### src/rtl/cacheline_adaptor_if.sv
// rtl/cacheline_adaptor_if.sv - cache line port and memory burst bus bundle
//
// Purpose: groups the cache-side line port and the memory-side burst bus of
// the cache line adaptor into one bundle.
// Ports (adaptor view, modport slave):
//   line_i/line_o       256-bit writeback line in / assembled read line out
//   address_i           cache line address in
//   read_i/write_i      cache line read / writeback requests (level)
//   resp_o              one-cycle transaction complete pulse to the cache
//   burst_i/burst_o     64-bit read beat in / write beat out
//   address_o           line-aligned memory address
//   read_o/write_o      memory read / write requests
//   resp_i              memory beat strobe
// The master modport is the environment's view (cache controller + memory).
interface cacheline_adaptor_if #(
  parameter int s_line  = 256,
  parameter int s_burst = 64
);
  logic [s_line-1:0]  line_i;
  logic [s_line-1:0]  line_o;
  logic [31:0]        address_i;
  logic               read_i;
  logic               write_i;
  logic               resp_o;
  logic [s_burst-1:0] burst_i;
  logic [s_burst-1:0] burst_o;
  logic [31:0]        address_o;
  logic               read_o;
  logic               write_o;
  logic               resp_i;

  modport slave (
    input  line_i, address_i, read_i, write_i, burst_i, resp_i,
    output line_o, resp_o, burst_o, address_o, read_o, write_o
  );

  modport master (
    output line_i, address_i, read_i, write_i, burst_i, resp_i,
    input  line_o, resp_o, burst_o, address_o, read_o, write_o
  );
endinterface

### src/rtl/cacheline_adaptor.sv
// rtl/cacheline_adaptor.sv - 256-bit cache line to 4x64-bit memory burst adaptor
//
// Purpose: turns one cache line read or writeback into a 4-beat burst on the
// memory bus and returns the line (or a write acknowledge) with a one-cycle
// resp_o pulse.
// Ports:
//   clk   rising-edge clock
//   rst   asynchronous active-high reset
//   bus   cacheline_adaptor_if.slave (cache line port + memory burst bus)
module cacheline_adaptor #(
  parameter int s_line    = 256,
  parameter int s_burst   = 64,
  parameter int s_offset  = 5,
  parameter int burst_len = 4
) (
  input  logic                 clk,
  input  logic                 rst,
  cacheline_adaptor_if.slave   bus
);

  typedef enum logic [1:0] {IDLE, READ, WRITE, DONE} state_t;

  localparam logic [31:0] offset_mask = 32'((64'd1 << s_offset) - 64'd1);

  state_t              state_q;
  logic [1:0]          count_q;
  logic [1:0]          count_d;
  logic                last_beat;
  logic [s_line-1:0]   rbuf_q;
  logic [s_line-1:0]   wbuf_q;
  logic [31:0]         addr_q;
  logic                read_q;
  logic                write_q;
  logic                resp_q;

  // The counter only ever increments; it wraps 3->0 on the final beat, so it
  // is already zero when the next transaction starts.
  always_comb begin
    count_d   = count_q + 2'd1;
    last_beat = (count_q == 2'(burst_len - 1));
  end

  always_ff @(posedge clk or posedge rst) begin
    if (rst) begin
      state_q <= IDLE;
      count_q <= 2'd0;
      rbuf_q  <= '0;
      wbuf_q  <= '0;
      addr_q  <= 32'd0;
      read_q  <= 1'b0;
      write_q <= 1'b0;
      resp_q  <= 1'b0;
    end else begin
      resp_q <= 1'b0;
      case (state_q)
        IDLE: begin
          // Read has priority over a simultaneous writeback request.
          if (bus.read_i) begin
            addr_q  <= bus.address_i & ~offset_mask;
            count_q <= 2'd0;
            read_q  <= 1'b1;
            state_q <= READ;
          end else if (bus.write_i) begin
            addr_q  <= bus.address_i & ~offset_mask;
            count_q <= 2'd0;
            wbuf_q  <= bus.line_i;
            write_q <= 1'b1;
            state_q <= WRITE;
          end
        end
        READ: begin
          if (bus.resp_i) begin
            rbuf_q[int'(count_q)*s_burst +: s_burst] <= bus.burst_i;
            count_q <= count_d;
            if (last_beat) begin
              read_q  <= 1'b0;
              resp_q  <= 1'b1;
              state_q <= DONE;
            end
          end
        end
        WRITE: begin
          if (bus.resp_i) begin
            count_q <= count_d;
            if (last_beat) begin
              write_q <= 1'b0;
              resp_q  <= 1'b1;
              state_q <= DONE;
            end
          end
        end
        DONE: begin
          state_q <= IDLE;
        end
        default: begin
          state_q <= IDLE;
        end
      endcase
    end
  end

  // The write beat is selected straight from the registered count, so it only
  // changes on an edge that consumed a strobe.
  assign bus.burst_o   = wbuf_q[int'(count_q)*s_burst +: s_burst];
  assign bus.line_o    = rbuf_q;
  assign bus.address_o = addr_q;
  assign bus.read_o    = read_q;
  assign bus.write_o   = write_q;
  assign bus.resp_o    = resp_q;

endmodule

### src/flat_wrapper.sv
// flat-port wrapper written by rule: the top's interface ports become plain ports
module cacheline_adaptor_flat 
#(
  parameter int s_line    = 256,
  parameter int s_burst   = 64,
  parameter int s_offset  = 5,
  parameter int burst_len = 4
)
  (clk, rst, bus_line_i, bus_address_i, bus_read_i, bus_write_i, bus_burst_i, bus_resp_i, bus_line_o, bus_resp_o, bus_burst_o, bus_address_o, bus_read_o, bus_write_o);
  cacheline_adaptor_if #(.s_line(s_line), .s_burst(s_burst)) bus_i ();
  input  logic clk;
  input  logic rst;
  input wire logic [$bits(bus_i.line_i)-1:0] bus_line_i;
  input wire logic [$bits(bus_i.address_i)-1:0] bus_address_i;
  input wire logic [$bits(bus_i.read_i)-1:0] bus_read_i;
  input wire logic [$bits(bus_i.write_i)-1:0] bus_write_i;
  input wire logic [$bits(bus_i.burst_i)-1:0] bus_burst_i;
  input wire logic [$bits(bus_i.resp_i)-1:0] bus_resp_i;
  output wire logic [$bits(bus_i.line_o)-1:0] bus_line_o;
  output wire logic [$bits(bus_i.resp_o)-1:0] bus_resp_o;
  output wire logic [$bits(bus_i.burst_o)-1:0] bus_burst_o;
  output wire logic [$bits(bus_i.address_o)-1:0] bus_address_o;
  output wire logic [$bits(bus_i.read_o)-1:0] bus_read_o;
  output wire logic [$bits(bus_i.write_o)-1:0] bus_write_o;
  assign bus_i.line_i = bus_line_i;
  assign bus_i.address_i = bus_address_i;
  assign bus_i.read_i = bus_read_i;
  assign bus_i.write_i = bus_write_i;
  assign bus_i.burst_i = bus_burst_i;
  assign bus_i.resp_i = bus_resp_i;
  assign bus_line_o = bus_i.line_o;
  assign bus_resp_o = bus_i.resp_o;
  assign bus_burst_o = bus_i.burst_o;
  assign bus_address_o = bus_i.address_o;
  assign bus_read_o = bus_i.read_o;
  assign bus_write_o = bus_i.write_o;
  cacheline_adaptor #(.s_line(s_line), .s_burst(s_burst), .s_offset(s_offset), .burst_len(burst_len)) u_core (.clk(clk), .rst(rst), .bus(bus_i));
endmodule
### config.mk
export PLATFORM = sky130hd
export DESIGN_NAME = cacheline_adaptor_flat
export DESIGN_NICKNAME = d
export VERILOG_FILES = /design/src/rtl/cacheline_adaptor_if.sv /design/src/rtl/cacheline_adaptor.sv /design/src/flat_wrapper.sv
export SDC_FILE = /design/constraint.sdc
export NUM_CORES = 1
export LEC_CHECK = 0
export CELL_PAD_IN_SITES_DETAIL_PLACEMENT = 0
export CELL_PAD_IN_SITES_GLOBAL_PLACEMENT = 1
export CORE_AREA = 2 2 276 278
export DETAILED_ROUTE_END_ITERATION = 8
export DIE_AREA = 0 0 278 280
export PLACE_DENSITY = 0.76
export SLEW_MARGIN = 5
export SYNTH_ARGS = -nofsm -noshare
export SYNTH_HDL_FRONTEND = slang
export SYNTH_SLANG_ARGS = --single-unit
### constraint.sdc
create_clock -name clk -period 25.7 [get_ports clk]
set_input_delay 5.14 -clock clk [delete_from_list [all_inputs] [get_ports clk]]
set_output_delay 5.14 -clock clk [all_outputs]
set_load 0.01 [all_outputs]
==> reports/qor.yml, run 1 <==
status: "finished, final reports clean"
syn-mean-instance-area_um2: 15.0
hold_depth: 2
setup_viol: 0
synthFlopType: "dfrtp_1"
synth_compound_area_share_pct: 9.54
layout-drive-gt1-share_pct: 21.9
insertion_delay_ns: 0.62
fillers: 6794
yosys.area_share.simple_pct: 2.98
wl_per_cell_um: 21.7
start_kind: "flip-flop"
synth_enable_flop_cells: 0
worstPathArrival_ns: 3.70
post_cts_buffers: 0
fmax_ghz: 0.113
final_common_cell: "clkdlybuf4s50_1"
worst_r2r_path_depth: 6
cts-root-buf: "clkbuf_16"
rows: 101
stdcell_count: 3154
relSlewSlack_pct: 26.5
async_flop_share_pct: 100
vias: 15200
fp.dieH_um: 280
syn_to_final_growth_pct: 46.1
drv_cap: 0
routed_wl_mm: 68.4
ys_top_cells_by_area: "dfrtp_1 63%, mux2_2 15%, a22o_1 7.7%"
synthMuxAreaShare_pct: 21.5
tns_ns: 0
overflow: 0
numCtsBuffers: 59
place_ws_ns: 17.35
grt_setup_unrepaired: "no"
cts_hold_buf: 0
numPortBuffers: 701
worstPathRequired_ns: 20.56
path_clk_slew_ns: 0.06
ant_nets: 0
power.density_nw_per_um2: 113
dp_cells: 3041
final_cell_mix: "701 x clkdlybuf4s50_1, 544 x dfrtp_1, 283 x mux2_2"
synth-seq-area-share_pct: 62.9
io_pins: 712
syn_inst: 1450
finClkSkew_ns: 0.0186
start_util_pct: 28.9
p_leak_nw: 13.4
synth_top_family_by_area: "multiplexers"
route.detailed.drc: 0
dieArea_um2: 77800
drtIter0Drc: 788
gp_congestion: 0.816
min_period_ns: 8.84
post_drt_via_cell_ratio: 4.81
cts_buffer_depth: 3
crit_path_end_kind: "output pin"
fin_ws_ns: 16.86
yosysTopAreaCellShare_pct: 62.9
hold_viol_final: 0
synth-xor-area-share_pct: 0
worst_pin_slew_ns: 1.10
grt_max_degree: 177
die_w_um: 278
dr.pass1.iters: 5
ys_ff_latch: 546
slew_violations: 0
netlist_area_um2: 21700
critical_path_class: "flip-flop to output pin"
synth_fa_ha_area_share_pct: 0.633
hpwl_mm: 48.1
whs_ns: 0.478
ir_worst_vdd_mv: 0.0715
cts.htree.levels: 2
ys_types: 34
cp_max_fo: 34
cts_tree: "yes"
yosysWarnings: 0
grt_pass1_vias: 16300
grtUsageTotal_pct: 17.0
core_um2: 75200
min_period_over_period_pct: 34.4
cts.sinks: 546
ctsResizeCount: 0
antenna_found_initial: 7
hold_class: "flip-flop to flip-flop"
synth_top_cell_by_area: "dfrtp_1"
nets: 2492
grt_first_pass_wirelength_mm: 103
## layout make-up
cell class / instances / area [um^2] / share of cell area [%]
flip-flops and latches: 546 / 13700 / 43.0
repair buffers: 721 / 7180 / 22.6
clock inverters: 20 / 258 / 0.811
clock buffers: 86 / 1740 / 5.48
multi-input cells: 786 / 7630 / 24.0
diodes: 7 / 17.5 / 0.0551
inverters: 10 / 45.0 / 0.142
well taps: 978 / 1220 / 3.85
## worst max-delay path, stage by stage (launching register included)
cell and delay, ns:
dfrtp_4 0.51, buf_4 0.62, buf_4 0.69, mux4_2 0.66
clkdlybuf4s50_1 0.52
## metrics by stage
step	util, %	power (mW)	cell area, um^2
2_1_floorplan	-	2.04	21800
3_3_place_gp	39.6	2.69	29700
3_5_place_dp	39.6	2.74	29700
4_1_cts	42.2	3.63	31700
5_1_grt	42.2	3.77	31800
6_report	42.2	3.58	31800
## layer usage
metal  share of wire [%]  global-route usage (%)
met5               0.018                       0
met1                  39                    19.8
met3                 8.2                    5.59
met2                  50                    29.7
met4                 2.8                    5.35
## worst paths after layout
check	startpoint	slack, ns	endpoint
setup / recovery	u_core.count_q[0]$_DFFE_PP0P_	16.86	bus_burst_o[28]
hold / removal	u_core.bus.line_o[183]$_DFFE_PP0P_	0.48	u_core.bus.line_o[183]$_DFFE_PP0P_
setup reg to reg	u_core.state_q[0]$_DFFE_PP0P_	22.52	u_core.wbuf_q[146]$_DFFE_PP0P_
hold reg to reg	u_core.bus.line_o[183]$_DFFE_PP0P_	0.48	u_core.bus.line_o[183]$_DFFE_PP0P_
max in group asynchronous	rst	18.13	u_core.bus.line_o[115]$_DFFE_PP0P_
min in group asynchronous	rst	5.16	u_core.bus.address_o[21]$_DFFE_PP0P_
## sequential cells by signal (all words and copies together), names as in the netlist
name / flops
u_core.bus.line_o: 256
u_core.state_q: 2
u_core.count_q: 2
u_core.wbuf_q: 256
u_core.bus.write_o: 1
u_core.bus.resp_o: 1
u_core.bus.address_o: 27
u_core.bus.read_o: 1
## where the power goes
part | internal (mW) | switching, mW
clock | 0.517 | 0.354
sequential | 1.19 | 0.186
combinational | 0.812 | 0.527
total | 2.52 | 1.07
## cells in the mapped netlist (3+ instances only)
cell and number:
a22o_1 190, nand2_1 135, inv_1 10, dfrtp_1 546, buf_4 5, nand2b_1 3
mux2i_1 5, nand3_1 5, buf_2 44, mux2_2 283, ha_1 11, clkbuf_1 61
o21ai_1 15, o21ai_0 51, mux4_2 64
## kinds of logic after synthesis
logic type,after synthesis
buffers and inverters,122
multiplexers,352
adder cells (fa/ha/maj),11
AND/OR/NAND/NOR,152
flip-flops,546
other,1
AO/OA/AOI/OAI,266
(Power assumes the default switching activity.)
==> inputs of run 2 (changes only) <==
Clock period 25.7 ns to 8.95 ns, I/O delays scaled along.
==> run 2 against run 1 <==
Effect of this change: register-to-register slack lost 17 ns; clock skew grew 0.0075 ns; final cell count shrank 0.35%; via count shrank 0.45%; power grew to 2.8 times the previous value; critical path type unchanged; clock power grew to 2.7 times the previous value; critical endpoint is now bus_burst_o[29]; wire length shrank 0.45%.
==> reports/qor.yml, run 2 (same netlist as run 1, synthesis figures left out) <==
nets: 2492  # unchanged
switching_share_pct: 29.9  # +0.12 points
placed_area_um2: 29800  # about the same
p_int_mw: 7.07  # +180%
postLayoutCellArea_um2: 31600  # -0.55%
critPathMaxStageDelay_ns: 0.87  # +0.18 ns
numPortBuffers: 701  # unchanged
numCtsBuffers: 59  # unchanged
slew_violations: 0  # unchanged
final_common_cell: "clkdlybuf4s50_1"
rows: 101  # unchanged
hold_viol_final: 0  # unchanged
cts_tree: "yes"
insertion_delay_ns: 0.62  # about the same
ir_worst_vdd_mv: 0.217  # +200%
worstHoldStart: "u_core.bus.line_o[152]$_DFFE_PP0P_"
routed_wl_mm: 68.1  # -0.45%
stdcell_count: 3143  # -0.35%
setup_viol: 0  # unchanged
hold_class: "flip-flop to flip-flop"
final_cell_mix: "701 x clkdlybuf4s50_1, 544 x dfrtp_1, 283 x mux2_2"
power.total_mw: 10.1  # +180%
r2r_end: "u_core.bus.line_o[241]$_DFFE_PP0P_"
start_util_pct: 28.9  # unchanged
hold_end: "u_core.bus.line_o[152]$_DFFE_PP0P_"
layout-drive-gt1-share_pct: 21.5  # -0.42 points
grt_setup_unrepaired: "no"
cts-root-buf: "clkbuf_16"
fmax_ghz: 0.186
post_drt_via_cell_ratio: 4.81  # -0.11%
vias: 15100  # -0.45%
crit_path_end_kind: "output pin"
p_leak_nw: 13.3  # -0.60%
wl_per_cell_um: 21.7  # -0.11%
overflow: 0  # unchanged
rrSetupSlack_ns: 5.40  # -17.12 ns
grtUsageTotal_pct: 17.1  # +0.10 points
p_clk_share_pct: 23.0  # -1.3 points
power.density_nw_per_um2: 319  # +180%
cts.htree.levels: 2  # unchanged
critical_path_class: "flip-flop to output pin"
cp_slowest_cell: "dfrtp_4"
hpwl_mm: 47.5  # -1.2%
topRoutingLayerUsed: "met5"
dieArea_um2: 77800  # unchanged
drtIter0Drc: 819  # +3.9%
crit_family: "buffers and inverters"
hold_depth: 2  # unchanged
gp_congestion: 0.793  # -2.9%
worstPathArrival_ns: 3.59  # -0.11 ns
grt_first_pass_wirelength_mm: 103  # about the same
cts_buffer_depth: 3  # unchanged
cts.sinks: 546  # unchanged
relSlewSlack_pct: 22.6  # -3.9 points
dp_cells: 3041  # unchanged
met3_length_mm: 5.78  # +3.5%
cts_hold_buf: 0  # unchanged
wl_met1_mm: 26.4  # -0.26%
cp_max_fo: 41  # +21%
status: "finished, final reports clean"
path_cells: "buf_4 > mux4_2 > clkdlybuf4s50_1"
route.detailed.drc: 0  # unchanged
grt_pass1_vias: 16500  # +1.2%
cp-startpoint: "u_core.count_q[0]$_DFFE_PP0P_"
grt_max_degree: 186  # +5.1%
min_period_over_period_pct: 60.2
start_kind: "flip-flop"
path_clk_slew_ns: 0.06  # about the same
min_period_ns: 5.38
die_w_um: 278  # unchanged
ctsResizeCount: 0  # unchanged
cp.buffers_inverters: 2  # -1
worst_r2r_path_depth: 5  # -1
comb_power_share_pct: 37.7  # +0.3 points
core_um2: 75200  # unchanged
p_sw_mw: 3.01  # +180%
post_cts_buffers: 0  # unchanged
worstPathRequired_ns: 7.16  # -13.40 ns
antenna_found_initial: 7  # unchanged
dr.pass1.iters: 4  # -1
ant_nets: 0  # unchanged
rr_startpoint: "u_core.count_q[0]$_DFFE_PP0P_"
fp.dieH_um: 280  # unchanged
io_pins: 712  # unchanged
power_frac_seq_pct: 39.3  # +1.0 points
syn_to_final_growth_pct: 45.3
drv_cap: 0  # unchanged
finClkSkew_ns: 0.0261  # +0.00754 ns
worst_pin_slew_ns: 1.16  # +0.0584 ns
wl_met2_mm: 33.0  # -4.2%
run 2: changes by cell type in the layout (fill, tap and decap cells not counted), sizes merged:
cell	change
bufinv	-4
clkbuf	-2
clkinvlp	-2
diode	-2
inv	-1
run 2: power by group through the flow:
| stage | Sequential [mW] | Combinational (mW) | Clock [mW] |
|---|---|---|---|
| 6_report | 3.96 | 3.80 | 2.32 |
| 2_1_floorplan | 3.96 | 1.90 | 0 |
| 3_5_place_dp | 4.00 | 3.83 | 0 |
| 5_1_grt | 4.08 | 4.05 | 2.49 |
| 4_1_cts | 3.97 | 3.85 | 2.40 |
| 3_3_place_gp | 3.93 | 3.77 | 0 |
run 2: per-layer routing:
layer	up-vias	GRT usage (%)
li1	6684	-
met1	7668	20.0
met2	605	28.5
met3	147	5.89
met4	4	7.62
met5	-	0
run 2: final cells by class:
cell class | instances | area [um^2]
fillers | 6821 | 43600
inverters | 10 | 41.3
multi-input cells | 786 | 7630
repair buffers | 721 | 7200
well taps | 978 | 1220
clock buffers | 84 | 1690
clock inverters | 13 | 115
flip-flops and latches | 546 | 13700
diodes | 5 | 12.5
run 2: worst register-to-register path, stage by stage, from the launching register on:
cell,delay (ns)
dfrtp_4,0.87
inv_1,0.25
ha_1,0.49
nor4b_4,0.83
buf_4,0.72
a22o_1,0.33
run 2: worst max path at each step:
| stage | to | slack (ns) | cells after the start |
|---|---|---|---|
| 2_1_floorplan | u_core.bus.address_o[10]$_DFFE_PP0P_ | -0.27 | 1 |
| 3_3_place_gp | u_core.bus.line_o[244]$_DFFE_PP0P_ | 4.10 | 5 |
| 3_5_place_dp | u_core.bus.line_o[241]$_DFFE_PP0P_ | 4.05 | 5 |
| 4_1_cts | bus_burst_o[29] | 3.42 | 3 |
| 5_1_grt | bus_burst_o[29] | 3.32 | 3 |
| 6_report | bus_burst_o[29] | 3.57 | 3 |
run 2: metrics by stage:
step	hold slack [ns]	util [%]	setup slack, ns	TNS, ns
after floorplan	0.474	-	-0.268	-146.27
after global placement	0.465	39.6	4.10	0
after detailed placement	0.472	39.6	4.05	0
after CTS	0.485	42.0	3.42	0
after global routing	0.507	42.0	3.32	0
final	0.482	42.0	3.57	0
==> inputs of run 3 (changes only) <==
Clock period 8.95 ns to 5.3 ns, I/O delays scaled along.
==> run 3 against run 2 <==
Effect of this change: non-clock buffer count is 12 higher; wire length is 0.30% higher; critical path depth did not move; sequential share of layout area down 0.50 points; clock power grew 83%; utilization increased by 0.49 points; combinational power up 68%; flip-flop and latch count unchanged; critical path type unchanged; largest power group unchanged; highest routed layer unchanged.
==> reports/qor.yml, run 3 (same netlist as run 1, synthesis figures left out) <==
cp.buffers_inverters: 2  # unchanged
vias: 15200  # +0.71%
tns_ns: 0  # unchanged
cts_hold_buf: 0  # unchanged
drv_cap: 0  # unchanged
switching_share_pct: 29.4  # -0.46 points
grt_first_pass_wirelength_mm: 103  # -0.23%
start_kind: "flip-flop"
min_period_over_period_pct: 80.6
cts_buffer_depth: 3  # unchanged
path_cells: "buf_4 > mux4_2 > clkdlybuf4s50_1"
route.detailed.drc: 0  # unchanged
fin_ws_ns: 1.03  # -2.54 ns
path_clk_slew_ns: 0.06  # about the same
hold_class: "flip-flop to flip-flop"
overflow: 0  # unchanged
crit_family: "flip-flops"
worst_pin_slew_ns: 1.09  # -0.0712 ns
power_frac_seq_pct: 38.7  # -0.6 points
dr.pass1.iters: 5  # +1
routed_wl_mm: 68.3  # +0.30%
stdcell_count: 3165  # +0.70%
fp.dieH_um: 280  # unchanged
grt_max_degree: 132  # -29%
wl_per_cell_um: 21.6  # -0.39%
whs_ns: 0.480  # -0.00186 ns
cts.sinks: 546  # unchanged
p_int_mw: 12.3  # +73%
cp_slowest_cell: "dfrtp_4"
cts.htree.levels: 2  # unchanged
p_clk_share_pct: 24.5  # +1.5 points
hold_viol_final: 0  # unchanged
power.total_mw: 17.4  # +72%
ant_nets: 0  # unchanged
cts-root-buf: "clkbuf_16"
syn_to_final_growth_pct: 47.0
numCtsBuffers: 60  # +1.7%
place_ws_ns: 1.56  # -2.49 ns
dieArea_um2: 77800  # unchanged
dp_cells: 3053  # +0.39%
finClkSkew_ns: 0.0286  # +0.00255 ns
comb_power_share_pct: 36.8  # -0.9 points
worstPathRequired_ns: 4.24  # -2.92 ns
rrSetupSlack_ns: 1.95  # -3.45 ns
relSlewSlack_pct: 27.4  # +4.7 points
critical_path_class: "flip-flop to output pin"
final_common_cell: "clkdlybuf4s50_1"
setup_viol: 0  # unchanged
die_w_um: 278  # unchanged
p_sw_mw: 5.11  # +70%
slew_violations: 0  # unchanged
worstPathArrival_ns: 3.21  # -0.38 ns
crit_path_end_kind: "output pin"
ir_worst_vdd_mv: 0.360  # +66%
cts_tree: "yes"
min_period_ns: 4.27
ctsResizeCount: 0  # unchanged
fmax_ghz: 0.234
status: "finished, final reports clean"
grt_setup_unrepaired: "no"
gp_congestion: 0.812  # +2.4%
insertion_delay_ns: 0.62  # about the same
grtUsageTotal_pct: 17.1  # about the same
final_cell_mix: "701 x clkdlybuf4s50_1, 544 x dfrtp_1, 283 x mux2_2"
power.density_nw_per_um2: 544  # +70%
hpwl_mm: 49.0  # +3.1%
cp_max_fo: 41  # unchanged
post_drt_via_cell_ratio: 4.81  # about the same
drtIter0Drc: 808  # -1.3%
antenna_found_initial: 5  # -2
grt_pass1_vias: 16200  # -1.7%
p_leak_nw: 13.5  # +1.4%
io_pins: 712  # unchanged
layout-drive-gt1-share_pct: 22.4  # +0.92 points
post_cts_buffers: 0  # unchanged
critPathMaxStageDelay_ns: 1.01  # +0.14 ns
rows: 101  # unchanged
numPortBuffers: 701  # unchanged
nets: 2505  # +0.52%
core_um2: 75200  # unchanged
start_util_pct: 28.9  # unchanged
[run 3: worst min-delay path: cells and delay by family, from the launching register on]
family / cells / cell delay (ns)
AO/OA/AOI/OAI: 1 / 0.06
flip-flops: 1 / 0.34
AND/OR/NAND/NOR: 1 / 0.05
[run 3: metrics by stage]
step	area (um^2)	util [%]
5_1_grt	32000	42.5
3_5_place_dp	29900	39.8
3_3_place_gp	29900	39.8
6_report	32000	42.5
4_1_cts	31900	42.5
2_1_floorplan	21800	-
[run 3: layer usage]
| metal | wire [um] | track usage [%] | vias up |
|---|---|---|---|
| met1 | 26200 | 20.2 | 7790 |
| met5 | 13 | 0 | - |
| met3 | 5660 | 5.57 | 115 |
| met2 | 34200 | 29.4 | 609 |
| li1 | - | - | 6700 |
| met4 | 2210 | 5.86 | 2 |
[run 3: cell type report]
cell class	instances	area (um^2)
diodes	4	10.0
clock buffers	86	1760
clock inverters	22	262
fillers	6849	43200
inverters	10	41.3
multi-input cells	786	7630
flip-flops and latches	546	13700
well taps	978	1220
repair buffers	733	7360
[run 3: power by group through the flow]
stage	clock network, mW	registers (mW)	logic, mW
2_1_floorplan	0	6.69	3.21
3_3_place_gp	0	6.69	6.35
3_5_place_dp	0	6.80	6.45
4_1_cts	4.39	6.73	6.49
5_1_grt	4.57	6.92	6.81
6_report	4.25	6.72	6.39
[run 3: path summary, 6_finish.rpt]
kind / start / endpoint / cells after the start
max in group asynchronous: rst / u_core.bus.line_o[143]$_DFFE_PP0P_ / 3
worst max register to register: u_core.count_q[0]$_DFFE_PP0P_ / u_core.bus.line_o[180]$_DFFE_PP0P_ / 6
worst min register to register: u_core.bus.line_o[144]$_DFFE_PP0P_ / u_core.bus.line_o[144]$_DFFE_PP0P_ / 2
worst min-delay path: u_core.bus.line_o[144]$_DFFE_PP0P_ / u_core.bus.line_o[144]$_DFFE_PP0P_ / 2
worst max-delay path: u_core.count_q[0]$_DFFE_PP0P_ / bus_burst_o[58] / 3
min in group asynchronous: rst / u_core.bus.line_o[157]$_DFFE_PP0P_ / 2
